File: config.mk
export PLATFORM = sky130hd
export DESIGN_NAME = imem_arbiter
export DESIGN_NICKNAME = d
export VERILOG_FILES = /design/src/rtl/cpu_pkg.sv /design/src/rtl/rr_arbiter2.sv /design/src/rtl/imem_arbiter.sv
export SDC_FILE = /design/constraint.sdc
export NUM_CORES = 1
export LEC_CHECK = 0
export CAP_MARGIN = 5
export CORE_AREA = 2 2 87 89
export CTS_CLUSTER_SIZE = 28
export DETAILED_ROUTE_END_ITERATION = 12
export DIE_AREA = 0 0 89 91
export PLACE_DENSITY = 0.91
export REMOVE_ABC_BUFFERS = 1
export SETUP_SLACK_MARGIN = 0.15
export SYNTH_ARGS = -nofsm -noshare
export SYNTH_HDL_FRONTEND = slang
export SYNTH_HIERARCHICAL = 1
export SYNTH_SLANG_ARGS = --single-unit
File: constraint.sdc
create_clock -name clk -period 5.04 [get_ports clk]
set_input_delay 1.008 -clock clk [delete_from_list [all_inputs] [get_ports clk]]
set_output_delay 1.008 -clock clk [all_outputs]
set_load 0.05 [all_outputs]
File: src/rtl/cpu_pkg.sv
// Shared types and constants for the instruction-memory arbiter.
// Holds the fetch-error filler word, the response FSM states and the requester IDs.
package cpu_pkg;
  localparam logic [31:0] NOP_INSN = 32'h0000_0013;

  typedef enum logic [1:0] {
    IDLE = 2'd0,
    RESP = 2'd1,
    HOLD = 2'd2
  } fsm_state_t;

  typedef enum logic {
    REQ_FETCH = 1'b0,
    REQ_LOAD  = 1'b1
  } req_id_t;
endpackage

File: src/rtl/rr_arbiter2.sv
// Two-way round-robin pick: a lone requester always wins; on a tie the side that did not win last wins.
// Purely combinational, zero latency; no backpressure of its own.
module rr_arbiter2
  import cpu_pkg::*;
(
  input  logic [1:0] req,
  input  logic       last,
  output logic [1:0] gnt
);

  always_comb begin
    gnt = 2'b00;
    if (req[REQ_FETCH] && (!req[REQ_LOAD] || last == REQ_LOAD)) begin
      gnt[REQ_FETCH] = 1'b1;
    end else if (req[REQ_LOAD]) begin
      gnt[REQ_LOAD] = 1'b1;
    end
  end

endmodule

File: src/rtl/imem_arbiter.sv
// Shares a single-port sync-read instruction memory between CPU fetch and a program loader; fetch latency 1.
// A stalled response (rready low) is parked in a skid register; fetch is not granted until it drains, loads always are.
module imem_arbiter #(
  parameter int          MEM_WORDS = 32,
  parameter logic [31:0] NOP_INSN  = cpu_pkg::NOP_INSN,
  localparam int         AW        = $clog2(MEM_WORDS)
) (
  input  logic          clk,
  input  logic          rst,
  input  logic          fetch_req,
  input  logic [31:0]   fetch_addr,
  output logic          fetch_gnt,
  output logic          fetch_rvalid,
  output logic [31:0]   fetch_rdata,
  output logic          fetch_err,
  input  logic          fetch_rready,
  input  logic          load_req,
  input  logic [31:0]   load_addr,
  input  logic [31:0]   load_wdata,
  output logic          load_gnt,
  output logic          mem_en,
  output logic          mem_we,
  output logic [AW-1:0] mem_addr,
  output logic [31:0]   mem_wdata,
  input  logic [31:0]   mem_rdata
);
  import cpu_pkg::*;

  fsm_state_t  state, state_nxt;
  req_id_t     last_win;
  logic        err_q;
  logic        skid_err;
  logic [31:0] skid_dat;
  logic        fetch_bad, load_bad, fetch_elig;
  logic [1:0]  req, gnt;

  assign fetch_bad = (fetch_addr[1:0] != 2'b00) || ((fetch_addr >> 2) >= 32'(MEM_WORDS));
  assign load_bad  = (load_addr[1:0] != 2'b00) || ((load_addr >> 2) >= 32'(MEM_WORDS));

  // Fetch may only issue when the previous response is being consumed this cycle.
  assign fetch_elig = fetch_req && (state == IDLE || fetch_rready);
  assign req        = {load_req, fetch_elig} & {2{!rst}};

  rr_arbiter2 u_rr (
    .req  (req),
    .last (last_win),
    .gnt  (gnt)
  );

  assign fetch_gnt = gnt[REQ_FETCH];
  assign load_gnt  = gnt[REQ_LOAD];

  // Bad addresses are still granted so the requester sees progress; memory is never touched.
  always_comb begin
    mem_en    = 1'b0;
    mem_we    = 1'b0;
    mem_addr  = '0;
    mem_wdata = '0;
    if (load_gnt) begin
      mem_en    = !load_bad;
      mem_we    = !load_bad;
      mem_addr  = load_addr[AW+1:2];
      mem_wdata = load_wdata;
    end else if (fetch_gnt) begin
      mem_en   = !fetch_bad;
      mem_addr = fetch_addr[AW+1:2];
    end
  end

  always_comb begin
    state_nxt    = state;
    fetch_rvalid = 1'b0;
    fetch_rdata  = '0;
    fetch_err    = 1'b0;
    case (state)
      IDLE: begin
        if (fetch_gnt) state_nxt = RESP;
      end
      RESP: begin
        fetch_rvalid = 1'b1;
        fetch_rdata  = err_q ? NOP_INSN : mem_rdata;
        fetch_err    = err_q;
        if (!fetch_rready)  state_nxt = HOLD;
        else if (fetch_gnt) state_nxt = RESP;
        else                state_nxt = IDLE;
      end
      HOLD: begin
        fetch_rvalid = 1'b1;
        fetch_rdata  = skid_dat;
        fetch_err    = skid_err;
        if (fetch_rready) state_nxt = fetch_gnt ? RESP : IDLE;
      end
      default: state_nxt = IDLE;
    endcase
  end

  always_ff @(posedge clk or posedge rst) begin
    if (rst) begin
      state    <= IDLE;
      last_win <= REQ_FETCH;
      err_q    <= 1'b0;
      skid_dat <= '0;
      skid_err <= 1'b0;
    end else begin
      state <= state_nxt;
      if (fetch_gnt) begin
        last_win <= REQ_FETCH;
        err_q    <= fetch_bad;
      end else if (load_gnt) begin
        last_win <= REQ_LOAD;
      end
      // Memory output is not held across later cycles, so park the response here.
      if (state == RESP && !fetch_rready) begin
        skid_dat <= fetch_rdata;
        skid_err <= fetch_err;
      end
    end
  end

endmodule

==> qor.csv, run 1 <==
stage,metric,value,unit
critical_path,Critical-path top delay cell,and2b_1,
critical_path,crit path DAT,3.21,ns
clock_network,CTS Buf Count,5,
synth,mux share of post-synthesis cell area,0.0238,
critical_path,reg2reg path depth,5,
global_routing,largest net degree at the start of global routing,64,
critical_path,launching point of the worst reg2reg path,state[1],
cells_and_area,layout cells sized above 1,0.132,
critical_path,crit path max fanout,29,
route,WL met1,3.81,mm
power_and_ir_drop,Power Dens Cells,256,nW/um^2
sta,pins over their slew limit,0,
floorplanning,I/O Pins,208,
route,drt first pass iters,4,
synth,Synthesis Warnings,6,
synth,Synth cell types,33,
clock_network,clk_lat worst skew,0.29,ns
sta,Least-Margin Pin Slew,1.17,ns
critical_path,Setup crit end kind,primary output,
sta,Max Clock Skew,0.00773,ns
critical_path,Worst Path Required,4.03,ns
flow_run,Max Cap Viol,0,
synth,ys async rst share,1.00,
sta,RSZ-0062 raised after global routing,false,
synth,Synth Area in XOR/XNOR,0,
power_and_ir_drop,P_leak,0.00194,uW
hold_path,Worst Hold Class,reg2reg,
clock_network,Clock Pin Slew Worst Setup and Hold Paths,0.08,ns
clock_network,CTS Sinks,37,
synth,post-synthesis sequential area ratio,0.392,
global_routing,initial antenna violation count,3,
global_routing,gr ovfl total,0,
critical_path,Critical R2R Capture,skid_dat[8],
cells_and_area,Final Util,0.702,
route,DRT antenna net count,0,
critical_path,worst path cell trace,inv_1 -> ha_1 -> and2b_1 -> a22oi_1 -> nor2_1 -> clkdlybuf4s50_1,
cells_and_area,Final nets,612,
critical_path,CP max stage delay,0.84,ns
synth,Main synth FF type,dfrtp_1,
route,overall routed net length,10.3,mm
clock_network,CTS tree,built,
synth,adder-cell share of the synthesized area,0.0212,
synth,Cells after Synth,280,
sta,Tcrit/Tclk final,0.836,
critical_path,WS Path Type,reg2out,
global_routing,global-route wire length before repair,15.3,mm
floorplanning,Core ar.,7140,um^2
sta,Final Hold Fails,0,
route,drt wl/cell,17.8,um
floorplanning,Die Area,8100,um^2
route,met2 WL,5.33,mm
route,DRC viols,0,
sta,Min Hold Slack,0.488,ns
hold_path,hold path depth,2,
clock_network,CTS Buffer Depth,2,
critical_path,CP Capture Point,fetch_rdata[25],
synth,Post-Synth Simple-Gate Area,0.257,
clock_network,# resized after CTS,0,
route,DR top layer,met4,
global_routing,vias in the first global route,3036,
floorplanning,DIE HEIGHT,91,um
synth,Post-Syn Area,2360,um^2
floorplanning,Rows,31,
sta,max_slew headroom,0.219,
outcome,status,completed,
critical_path,CP startpoint kind,flop,
cells_and_area,Non-Filler Instances,578,
placement,DP HPWL,8.37,mm
global_routing,gr usage total,0.247,
clock_network,post-CTS setup buffers,0,
synth,largest family of logic cells by synthesized area,simple AND/OR/NAND/NOR gates,
sta,max frequency,237,MHz
power_and_ir_drop,peak supply drop,0.207,mV
critical_path,Worst Setup SP,state[1],
clock_network,htree depth,2,
route,DR vias/cell,5.06,
synth,Post-synth EDFFs,0,
synth,Syn Area/Cell,8.45,um^2
synth,"flops & latches, synth",37,
cells_and_area,most frequent cells in the layout,"clkdlybuf4s50_1 (166), buf_12 (39), dfrtp_1 (37)",
synth,compound-gate portion of the synthesized area,0.250,
floorplanning,Die Width,89,um
sta,min Tclk post-route,4.21,ns
route,DRT iter0 DRCs,120,
cells_and_area,Fillers,546,
placement,routability congestion estimate,0.842,
critical_path,FF-to-FF setup slack,2.74,ns
placement,Setup WS pre-CTS,1.05,ns
route,via count,2927,
placement,placed cell count,567,
floorplanning,Starting Density,0.331,
cells_and_area,area grow syn2layout,112,%
cells_and_area,"commonest non-fill, non-tap cell in the layout",clkdlybuf4s50_1,
clock_network,Root Driver,clkbuf_8,
clock_network,cts hold-fix bufs,0,
route,Routed met3 length,784,um
sta,Setup Viol. Count Final,0,
sta,final setup margin,0.825,ns
placement,count of input and output buffers,207,
-- how the worst min path moves through the flow --
stage / startpoint / endpoint / slack (ns)
2_1_floorplan: skid_dat[10] / skid_dat[10] / 0.45
3_3_place_gp: skid_dat[12] / skid_dat[12] / 0.46
3_5_place_dp: skid_dat[31] / skid_dat[31] / 0.47
4_1_cts: skid_dat[31] / skid_dat[31] / 0.49
5_1_grt: skid_dat[9] / skid_dat[9] / 0.51
6_report: skid_dat[2] / skid_dat[2] / 0.49
-- layer usage --
metal	GRT usage	vias up
met5	0	-
met4	0.0933	0
met3	0.0645	22
met2	0.440	126
met1	0.274	1378
li1	-	1401
-- cells by family after synthesis --
| family | Yosys count |
|---|---|
| and+or+nand+nor | 123 |
| AOI/OAI and AO/OA | 79 |
| DFF | 37 |
| buffers and inverters | 32 |
| muxes | 5 |
| adders and majority gates | 4 |
-- layout make-up --
cell class	count	area, um^2	share of cell area
Timing Repair Buffer	212	2490	0.498
Multi-Input combinational cell	211	1310	0.262
Sequential cell	37	926	0.185
Tap cell	99	124	0.0247
Clock buffer	7	86.3	0.0172
Clock inverter	1	30.0	0.00599
Inverter	8	30.0	0.00599
Antenna cell	3	7.51	0.00150
-- synthesized netlist by cell type (2+ instances only) --
cell      instances  area (um^2)
mux2_2            5         56.3
nand2_1          35          131
inv_1             7         26.3
nand4_1           2         12.5
nor4b_1           2         17.5
a22o_1            4         35.0
a21oi_1           3         15.0
o21ai_0           6         30.0
clkbuf_1         14         52.6
ha_1              4         50.1
buf_2             5         25.0
buf_1             3         11.3
nor2b_1           2         12.5
and2_1           32          200
dfrtp_1          37          926
nor4_1           11         68.8
buf_4             2         15.0
a22oi_1          30          225
o31ai_1          29          218
nor2_1           34          128
-- per-stage QoR --
stage                     TNS, ns  total power, uW  cell area (um^2)
after floorplan            -42.70              690              2260
after global placement          0             1000              4890
after detailed placement        0             1020              4890
after CTS                       0             1290              5000
after global routing            0             1350              5010
final                           0             1280              5010
-- power by group --
group | switching, uW | internal (uW)
Clock | 104 | 161
Sequential | 12.6 | 312
Combinational | 433 | 259
Total | 550 | 732
-- state kept, by name, summed over array words and instances, names as in the netlist --
| register | count |
|---|---|
| state | 2 |
| err_q | 1 |
| last_win | 1 |
| skid_err | 1 |
| skid_dat | 32 |
-- critical path: cells and delay by family (launching register included) --
kind / cells / cell delay, ns
flops: 1 / 0.41
fa+ha+maj: 1 / 0.30
compound gates: 1 / 0.23
buf+inv: 2 / 0.93
simple gates: 2 / 1.04
Power figures use the tool's default switching activity.
==> run 2, diff against run 1 <==
- CORE_AREA: 2 2 87 89 -> 2 2 89 91
- DIE_AREA: 0 0 89 91 -> 0 0 91 93
- PLACE_DENSITY: 0.91 -> 0.88
- clock period: 5.04 -> 4.25 ns (I/O delays scaled with it)
==> run 2 against run 1 <==
Against the previous run:
- first-iteration DRC count grew 21%
- critical endpoint is now fetch_rdata[31]
- sequential cell count stayed put
- count of clock-buffer cells in the layout stayed put
- utilization shrank 3.0 points
- wire length is 2.7% lower
- combinational power grew 26%
- sequential power grew 18%
- sequential share of layout area fell by 0.18 points
- clock power increased by 17%
- cell count up 1.2%
- via count down 0.44%
- largest cell class unchanged
- largest power group unchanged
==> qor.csv, run 2 (synthesis gave the netlist of run 1 again) <==
stage,metric,value,unit,change
outcome,status,completed,,
critical_path,FF-to-FF setup slack,2.10,ns,-0.64 ns
power_and_ir_drop,P_leak,0.00197,uW,+1.7%
global_routing,vias in the first global route,3168,,+4.3%
clock_network,clk_lat worst skew,0.28,ns,about the same
global_routing,gr usage total,0.237,,-0.00984
power_and_ir_drop,switching power total,658,uW,+20%
power_and_ir_drop,Final Power,1560,uW,+22%
global_routing,global-route wire length before repair,16.0,mm,+5.0%
clock_network,CTS tree,built,,
global_routing,largest net degree at the start of global routing,48,,-25%
sta,Tcrit/Tclk final,0.906,,
clock_network,Root Driver,clkbuf_8,,
clock_network,htree depth,2,,unchanged
clock_network,CTS Buf Count,5,,unchanged
global_routing,initial antenna violation count,0,,-3
power_and_ir_drop,Clock power frac,0.198,,-0.009
route,overall routed net length,10.0,mm,-2.7%
critical_path,crit path max fanout,22,,-24%
sta,Max Clock Skew,0.00862,ns,+0.000887 ns
cells_and_area,max FFs per register,32,,unchanged
power_and_ir_drop,peak supply drop,0.218,mV,+5.5%
route,via count,2914,,-0.44%
cells_and_area,Final nets,619,,+1.1%
sta,max_slew headroom,0.392,,+0.172
critical_path,Worst Path Required,3.40,ns,-0.63 ns
power_and_ir_drop,Sw Ratio,0.420,,-0.00855
critical_path,worst path cell trace,inv_1 -> ha_1 -> clkinv_1 -> buf_4 -> nor2_1 -> clkdlybuf4s50_1,,
placement,count of input and output buffers,207,,unchanged
floorplanning,DIE HEIGHT,93,um,+2.2%
clock_network,cts hold-fix bufs,0,,unchanged
cells_and_area,Largest Register,skid_dat,,
global_routing,gr ovfl total,0,,unchanged
critical_path,Critical-path top delay cell,clkdlybuf4s50_1,,
power_and_ir_drop,Int Pwr,907,uW,+24%
critical_path,crit path DAT,3.00,ns,-0.21 ns
critical_path,CP max stage delay,0.83,ns,about the same
power_and_ir_drop,Power Dens Cells,309,nW/um^2,+21%
route,drt wl/cell,17.1,um,-3.9%
cells_and_area,most frequent cells in the layout,"clkdlybuf4s50_1 (166), buf_12 (39), dfrtp_1 (37)",,
clock_network,CTS Buffer Depth,2,,unchanged
power_and_ir_drop,Logic pwr share,0.556,,+0.016
sta,pins over their slew limit,0,,unchanged
route,DRT antenna net count,0,,unchanged
sta,Least-Margin Pin Slew,0.912,ns,-0.259 ns
route,DRT iter0 DRCs,145,,+21%
route,DRC viols,0,,unchanged
critical_path,Setup crit end kind,primary output,,
cells_and_area,"commonest non-fill, non-tap cell in the layout",clkdlybuf4s50_1,,
sta,final setup margin,0.400,ns,-0.426 ns
cells_and_area,area grow syn2layout,114,%,
route,DR vias/cell,4.98,,-1.6%
power_and_ir_drop,Seq pwr share,0.246,,-0.007
floorplanning,Starting Density,0.314,,-0.0172
floorplanning,I/O Pins,208,,unchanged
placement,DP HPWL,8.28,mm,-1.1%
clock_network,CTS Sinks,37,,unchanged
sta,max frequency,260,MHz,
placement,Setup WS pre-CTS,0.553,ns,-0.501 ns
floorplanning,Rows,32,,+3.2%
hold_path,Worst Hold Class,reg2reg,,
floorplanning,Die Area,8460,um^2,+4.5%
sta,min Tclk post-route,3.85,ns,
clock_network,post-CTS setup buffers,0,,unchanged
cells_and_area,biggest regs,"skid_dat (32), state (2)",,
sta,Final Hold Fails,0,,unchanged
cells_and_area,layout cells sized above 1,0.145,,+0.0126
critical_path,WS Path Type,reg2out,,
clock_network,Clock Pin Slew Worst Setup and Hold Paths,0.07,ns,about the same
route,drt first pass iters,4,,unchanged
cells_and_area,diodes inserted,0,,-3
floorplanning,Die Width,91,um,+2.2%
clock_network,# resized after CTS,0,,unchanged
critical_path,CP startpoint kind,flop,,
sta,Setup Viol. Count Final,0,,unchanged
flow_run,Max Cap Viol,0,,unchanged
placement,routability congestion estimate,0.888,,+5.4%
sta,RSZ-0062 raised after global routing,false,,
floorplanning,Core ar.,7530,um^2,+5.5%
run 2: cell count changes in the layout (fill, tap and decap cells not counted), sizes merged:
cell,delta
diode,-3
buf,+7
run 2: per-layer routing:
| layer | track usage | vias to the layer above | wire (um) |
|---|---|---|---|
| met1 | 0.258 | 1363 | 3900 |
| met4 | 0.0606 | 0 | 175 |
| met5 | 0 | - | 0 |
| met3 | 0.0774 | 16 | 769 |
| li1 | - | 1408 | - |
| met2 | 0.443 | 127 | 5160 |
run 2: cell type report:
| type | count | area, um^2 |
|---|---|---|
| clock buffer | 7 | 86.3 |
| clock inverter | 1 | 30.0 |
| fill | 606 | 2470 |
| inverter | 8 | 30.0 |
| multi-input combinational | 211 | 1310 |
| sequential | 37 | 926 |
| tap | 102 | 128 |
| timing repair buffer | 219 | 2550 |
run 2: metrics by stage:
stage / setup TNS (ns) / area (um^2) / hold WS, ns / utilization / cells
floorplan: -61.90 / 2260 / 0.449 / - / 256
global placement: 0 / 4940 / 0.461 / 0.657 / 577
detailed placement: 0 / 4940 / 0.469 / 0.657 / 577
CTS: 0 / 5060 / 0.486 / 0.672 / 585
global route: 0 / 5060 / 0.512 / 0.672 / 585
finish: 0 / 5060 / 0.483 / 0.672 / 585
run 2: worst max-delay path, delay by kind of cell, from the launching register on:
family / cells / cell delay, ns
buffers and inverters: 4 / 1.88
adder cells (fa/ha/maj): 1 / 0.31
AND/OR/NAND/NOR: 1 / 0.13
flip-flops: 1 / 0.40
run 2: path summary, 6_finish.rpt:
check / start / end / cells after the start
worst max-delay path: state[0] / fetch_rdata[31] / 6
min in group asynchronous: rst / skid_dat[10] / 3
worst max register to register: state[0] / state[1] / 6
max in group asynchronous: rst / err_q / 3
worst min register to register: skid_dat[3] / skid_dat[3] / 2
worst min-delay path: skid_dat[3] / skid_dat[3] / 2
run 2: power groups by stage:
stage	registers, uW	clock network, uW	logic, uW
4_1_cts	385	317	872
5_1_grt	388	333	937
3_3_place_gp	389	0	850
2_1_floorplan	387	0	432
3_5_place_dp	392	0	870
6_report	385	310	870
==> run 3, diff against run 2 <==
- CAP_MARGIN: 5 -> 25
- TNS_END_PERCENT: not set -> 50
==> results of run 3 <==
The final DEF is identical to that of run 2; final timing and power are the same.
